File: src/rtl/cpu_pipeline_ctrl.sv
// Pipeline scheduler: merges stage stall requests into hold/bubble controls and sequences exception/ERET flushes with PC redirect.
// Stall/bubble are combinational in RUN; flush/redirect follow a qualified event by 1 cycle and are extended while IF is busy.
module cpu_pipeline_ctrl #(
    parameter int          CNT_W    = 32,
    parameter logic [31:0] RESET_PC = 32'hbfc00000
) (
    input  logic             clk,
    input  logic             rst,
    input  logic             stall_from_if,
    input  logic             stall_from_id,
    input  logic             stall_from_ex,
    input  logic             stall_from_mem,
    input  logic             except_occur,
    input  logic [31:0]      except_vec,
    input  logic             eret,
    input  logic [31:0]      epc,
    output logic [4:0]       stall,
    output logic [4:0]       bubble,
    output logic             flush,
    output logic             redirect_valid,
    output logic [31:0]      redirect_pc,
    output logic [CNT_W-1:0] stall_cycles
);

    typedef enum logic [1:0] {
        ST_RUN,
        ST_FLUSH,
        ST_REDIR_WAIT
    } state_t;

    state_t             r_state;
    state_t             w_state_nxt;
    logic [31:0]        r_redirect_pc;
    logic [31:0]        w_redirect_pc_nxt;
    logic               w_pc_load;
    logic [CNT_W-1:0]   r_stall_cycles;
    logic [4:0]         w_run_stall;
    logic [4:0]         w_run_bubble;
    logic               w_event;

    // Deepest requesting stage k holds stages 0..k and bubbles the latch feeding k+1.
    always_comb begin
        w_run_stall  = 5'b00000;
        w_run_bubble = 5'b00000;
        if (stall_from_mem) begin
            w_run_stall  = 5'b01111;
            w_run_bubble = 5'b10000;
        end else if (stall_from_ex) begin
            w_run_stall  = 5'b00111;
            w_run_bubble = 5'b01000;
        end else if (stall_from_id) begin
            w_run_stall  = 5'b00011;
            w_run_bubble = 5'b00100;
        end else if (stall_from_if) begin
            w_run_stall  = 5'b00001;
            w_run_bubble = 5'b00010;
        end
    end

    // An event behind a pending data-bus access must wait until MEM completes.
    assign w_event = (except_occur || eret) && !stall_from_mem;

    always_comb begin
        w_state_nxt       = r_state;
        w_pc_load         = 1'b0;
        w_redirect_pc_nxt = r_redirect_pc;
        stall             = 5'b00000;
        bubble            = 5'b00000;
        flush             = 1'b0;
        redirect_valid    = 1'b0;
        case (r_state)
            ST_RUN: begin
                stall  = w_run_stall;
                bubble = w_run_bubble;
                if (w_event) begin
                    w_state_nxt       = ST_FLUSH;
                    w_pc_load         = 1'b1;
                    w_redirect_pc_nxt = except_occur ? except_vec : epc;
                end
            end
            ST_FLUSH: begin
                flush          = 1'b1;
                redirect_valid = 1'b1;
                w_state_nxt    = stall_from_if ? ST_REDIR_WAIT : ST_RUN;
            end
            ST_REDIR_WAIT: begin
                flush          = 1'b1;
                redirect_valid = 1'b1;
                stall          = 5'b00001;
                if (!stall_from_if) begin
                    w_state_nxt = ST_RUN;
                end
            end
            default: begin
                w_state_nxt = ST_RUN;
            end
        endcase
    end

    always_ff @(posedge clk) begin
        if (rst) begin
            r_state       <= ST_RUN;
            r_redirect_pc <= RESET_PC;
        end else begin
            r_state <= w_state_nxt;
            if (w_pc_load) begin
                r_redirect_pc <= w_redirect_pc_nxt;
            end
        end
    end

    always_ff @(posedge clk) begin
        if (rst) begin
            r_stall_cycles <= '0;
        end else if (r_state == ST_RUN && |w_run_stall) begin
            r_stall_cycles <= r_stall_cycles + 1'b1;
        end
    end

    assign redirect_pc  = r_redirect_pc;
    assign stall_cycles = r_stall_cycles;

endmodule

File: config.mk
export PLATFORM = sky130hd
export DESIGN_NAME = cpu_pipeline_ctrl
export DESIGN_NICKNAME = d
export VERILOG_FILES = /design/src/rtl/cpu_pipeline_ctrl.sv
export SDC_FILE = /design/constraint.sdc
export NUM_CORES = 1
export LEC_CHECK = 0
export ABC_CLOCK_PERIOD_IN_PS = 3500
export BUFFER_PORTS_ARGS = -buffer_cell sky130_fd_sc_hd__buf_4
export CORE_MARGIN = 8
export CORE_UTILIZATION = 50
export DETAILED_ROUTE_END_ITERATION = 8
export GPL_TIMING_DRIVEN = 0
export PLACE_DENSITY = 0.91
export SYNTH_ARGS = -nofsm -noshare
export SYNTH_HDL_FRONTEND = slang
export SYNTH_SLANG_ARGS = --single-unit
File: constraint.sdc
create_clock -name clk -period 3.5 [get_ports clk]
set_input_delay 1.05 -clock clk [delete_from_list [all_inputs] [get_ports clk]]
set_output_delay 1.05 -clock clk [all_outputs]
set_load 0.02 [all_outputs]
======== Word-level counts from Yosys, hierarchy flattened ========
Cells that the tools add are included.
word-level totals
  flip-flop bits (word level) ............. 66
  output and inout port bits .............. 76
  input port bits ......................... 72
  word-level logic and storage cells ...... 35
cells by class
  eq/ne operators ......................... 4
  mux-type cells .......................... 18
  reductions and logical operators ........ 9
  add/subtract/negate cells ............... 1
operators with widths
  operator               number
  $add 32x1->32 const B  1
  $mux 32                1
  $mux 2                 5
  $mux 5                 2
  $pmux 5 s2             1
  $mux 4                 2
  $mux 3                 2
  $pmux 2 s3             1
  $reduce_or 5->1        1
  $mux 1                 4
  $ne 2x2->1 const B     2
  $reduce_and 3->1       1
  $eq 2x1->1 const B     1
  $eq 2x2->1 const B     1
  $logic_and 1x1->1      2
  $logic_not 2->1        1
  $reduce_and 2->1       1
  $reduce_or 2->1        1
  $logic_not 1->1        1
  $logic_or 1x1->1       1

======== Depth between registers and ports, before layout ========
  depth after elaboration ................. 6
  mapped depth ............................ 8

======== Worst setup path after synthesis ========
Ideal clock, no wire load.
  path kind ............................... input to output
  from .................................... input port stall_from_if
  to ...................................... output port stall[0]
  required time ........................... 2.450 ns
  arrival ................................. 2.071 ns
  cell stages on the path ................. 3
  setup slack ............................. 0.379 ns
  cell sequence ........................... o41a_1 > buf_1 > or2_2
between the ends
  cells in the longest elaborated chain, start to end .. 5
RTL lines
  what                RTL line  RTL
  start: declaration  9         input logic stall_from_if,
  $mux 1              54        end else if (stall_from_if) begin
  $mux 2              51        end else if (stall_from_id) begin
  $mux 3              48        end else if (stall_from_ex) begin
  $mux 4              45        if (stall_from_mem) begin
  $pmux 5 s2          71        case (r_state)
  end: declaration    17        output logic [4:0] stall,
No other way between the ends.

======== Worst setup path after layout ========
Same ends and word-level chain as after synthesis.

==> impl_metrics.tcl <==
set metrics [dict create \
    status "completed" \
    drive_gt1_share_pct 32.8 \
    placementRows 29 \
    critPathCaptureType "output port" \
    crit_start "stall_from_if" \
    final-setup-viol-count 0 \
    detail_route.wirelength_um 9840 \
    route.antenna.remaining_nets 0 \
    clk_root_buffer_cell "clkbuf_8" \
    slowest_cell_delay_on_critical_path_ns 0.62 \
    critical_path_class "in2out" \
    overflow 0 \
    wl_per_cell_um 16.6 \
    grt_pass1_wl_um 16000 \
    grt_max_degree 11 \
    post-route-drc-count 0 \
    global_route.usage.total_pct 21.9 \
    cell_repeated_most_along_the_worst_path "buf_4" \
    crit_cells 4 \
    hold_viol 0 \
    final.hold.worst_slack_ns 0.463 \
    synth_enable_flop_cells 0 \
    max-slew-margin-rel_pct 49.6 \
    worstSetupStartpointType "input pin" \
    die_width_um 95.9 \
    cts-buffers-inserted 9 \
    cp_num_buf_inv 2 \
    synth_top_area_share_pct 41.4 \
    synthCells 357 \
    tns_ns 0 \
    buffers_from_clock_root_to_sink_at_most 2 \
    fillCellCount 492 \
    antenna_cells_inserted 0 \
    unrepaired_setup_endpoints_after_global_routing "no" \
    startpoint_of_the_tightest_hold_check_path "redirect_pc[28]" \
    post-cts-setup-buffer-count 0 \
    fmax_mhz 298 \
    yosys-top-cells-area "dfxtp_1 (41%), mux2i_1 (10%), nor2_1 (5.6%)" \
    ys_types 37 \
    ff2ff_path_depth 7 \
    tightest_slew_ns 0.756 \
    floorplan.die_area_sq_um 9190 \
    period_share_pct 96.0 \
    critical_path_rt_ns 2.45 \
    final-max-slew-violation-count 0 \
    clock_latency_ns 0.33 \
    synthFlopType "dfxtp_1" \
    ioPinCount 148 \
    clock_skew_ns 0.0101 \
    timing.max_cap.violations 0 \
    avgViaCountPerCell 5.62 \
    slowest_stage "o41a_1" \
    chipHeight_um 95.9 \
    synth_top_cell_by_area "dfxtp_1" \
    reg2reg_setup_slack_ns 0.99 \
    min-delay-path-class "reg2reg" \
    syn-mean-instance-area_sq_um 8.93 \
    netlist_area_before_placement_sq_um 3190 \
    power-per-cell-area_nw_per_um2 401 \
    placeableCoreArea_sq_um 6280 \
    vias 3329 \
    setup.worst_path.end "stall[0]" \
    timing.rr.end "stall_cycles[12]" \
    crit_family "compound AO/OA/AOI/OAI gates" \
    yosys_warnings 0 \
    async_reset_ff_share_pct 0 \
    area_growth_pct 42.5 \
    number_of_buffers_added_to_fix_hold_violations_after_cts 0 \
    fin_crit_ns 3.36 \
    clkSinkCount 66 \
    cts_tree "done" \
    nets 587 \
    ir_worst_vdd_uv 310 \
    drt_iter0_markers 79 \
    initial_cell_density_of_the_core_pct 50.8 \
    number_of_global_route_vias_before_repair 3463 \
    synth_top_cells_by_count "dfxtp_1 (66), nor2_1 (48), mux2i_1 (33)" \
    detail_route.first_pass.iterations 5 \
    cp_max_fo 13 \
    antenna_violations_before_repair 0 \
    path_clk_slew_ns 0.06 \
    synth.most_common_cell "dfxtp_1" \
    depth_of_the_cts_h_tree 3 \
    critical_path.reg2reg.startpoint "r_state[0]" \
    cts.repair.resized 0 \
    power_leakage_nw 1.97 \
    io_buffer_count 143 \
    ys_ff_latch 66 \
    detailed_place_hpwl_um 8010 \
    cp.arrival_ns 2.31 \
    critical_path.cell_chain "buf_4, o41a_1, or2_2, buf_4" \
    synth-seq-area-share_pct 41.4 \
    routabilityCongestion 0.849 \
]
metal layers:
layer / up-vias / wire length (um) / track usage [%]
li1: 1623 / - / -
met1: 1530 / 3810 / 23.0
met2: 151 / 4750 / 36.6
met3: 25 / 1000 / 9.44
met4: 0 / 280 / 11.5
met5: - / 0 / 0
state kept, by name, indices dropped and copies added (netlist names):
| signal | count |
|---|---|
| stall_cycles | 32 |
| redirect_pc | 32 |
| r_state | 2 |
area by class of cell:
type / count / area [sq um] / area share (%)
clock inverter: 3 / 40.0 / 0.881
buffer: 28 / 123 / 2.70
inverter: 4 / 15.0 / 0.330
timing repair buffer: 143 / 1070 / 23.6
tap: 77 / 96.3 / 2.12
clock buffer: 12 / 145 / 3.19
multi-input combinational: 259 / 1730 / 38.1
sequential: 66 / 1320 / 29.1
layout by cell type, fill, tap and decap left out, types with 3 or more instances in the layout:
master    netlist  final
a21oi_1        18     18
or4_1          12     12
clkbuf_1       19     21
clkbuf_8        0     10
and2_1          5      5
mux2_2          5      5
ha_1            4      4
dfxtp_1        66     66
nor4_1          4      4
inv_1           4      4
nand2_1        12     12
and4_1          6      6
buf_1           4      3
xor2_1          8      8
or3_1           7      7
nand4_1        15     15
a211oi_1       23     23
and3_1          3      3
mux2i_1        33     33
a211o_1         9      9
buf_4           4    147
nor2_1         48     48
nor2b_1         6      6
nand3_1         8      8
o21ai_0         6      6
o31ai_1        12     12
worst min-delay path by stage:
stage	endpoint	cells after the start
final	redirect_pc[28]	1
after global routing	redirect_pc[24]	1
after CTS	redirect_pc[28]	1
after detailed placement	redirect_pc[28]	1
after global placement	redirect_pc[24]	1
after floorplan	r_state[0]	2
per-stage QoR:
step | power, mW | utilization (%) | setup WS, ns | instances | cell area (sq um)
final | 1.82 | 72.4 | 0.141 | 592 | 4540
after global routing | 1.90 | 72.4 | 0.0615 | 592 | 4540
after CTS | 1.84 | 72.5 | 0.0206 | 593 | 4550
after detailed placement | 1.22 | 69.5 | 0.0230 | 578 | 4360
after global placement | 1.21 | 69.5 | 0.0359 | 578 | 4360
after floorplan | 1.04 | - | 0.379 | 358 | 3190
report_power, final:
group | internal (mW) | switching (mW) | leakage, nW
combinational | 0.181 | 0.202 | 1.34
sequential | 0.793 | 0.0286 | 0.540
clock | 0.343 | 0.276 | 0.0962
total | 1.32 | 0.506 | 1.97
cell families after synthesis:
family	Yosys count	share of synthesized area, %
multiplexers	38	12.1
AO/OA/AOI/OAI	75	16.2
other	1	0.118
XOR/XNOR	9	2.47
AND/OR/NAND/NOR	131	21.7
buffers and inverters	33	4.43
adder cells (fa/ha/maj)	4	1.57
flip-flops	66	41.4
(Power assumes the default switching activity.)
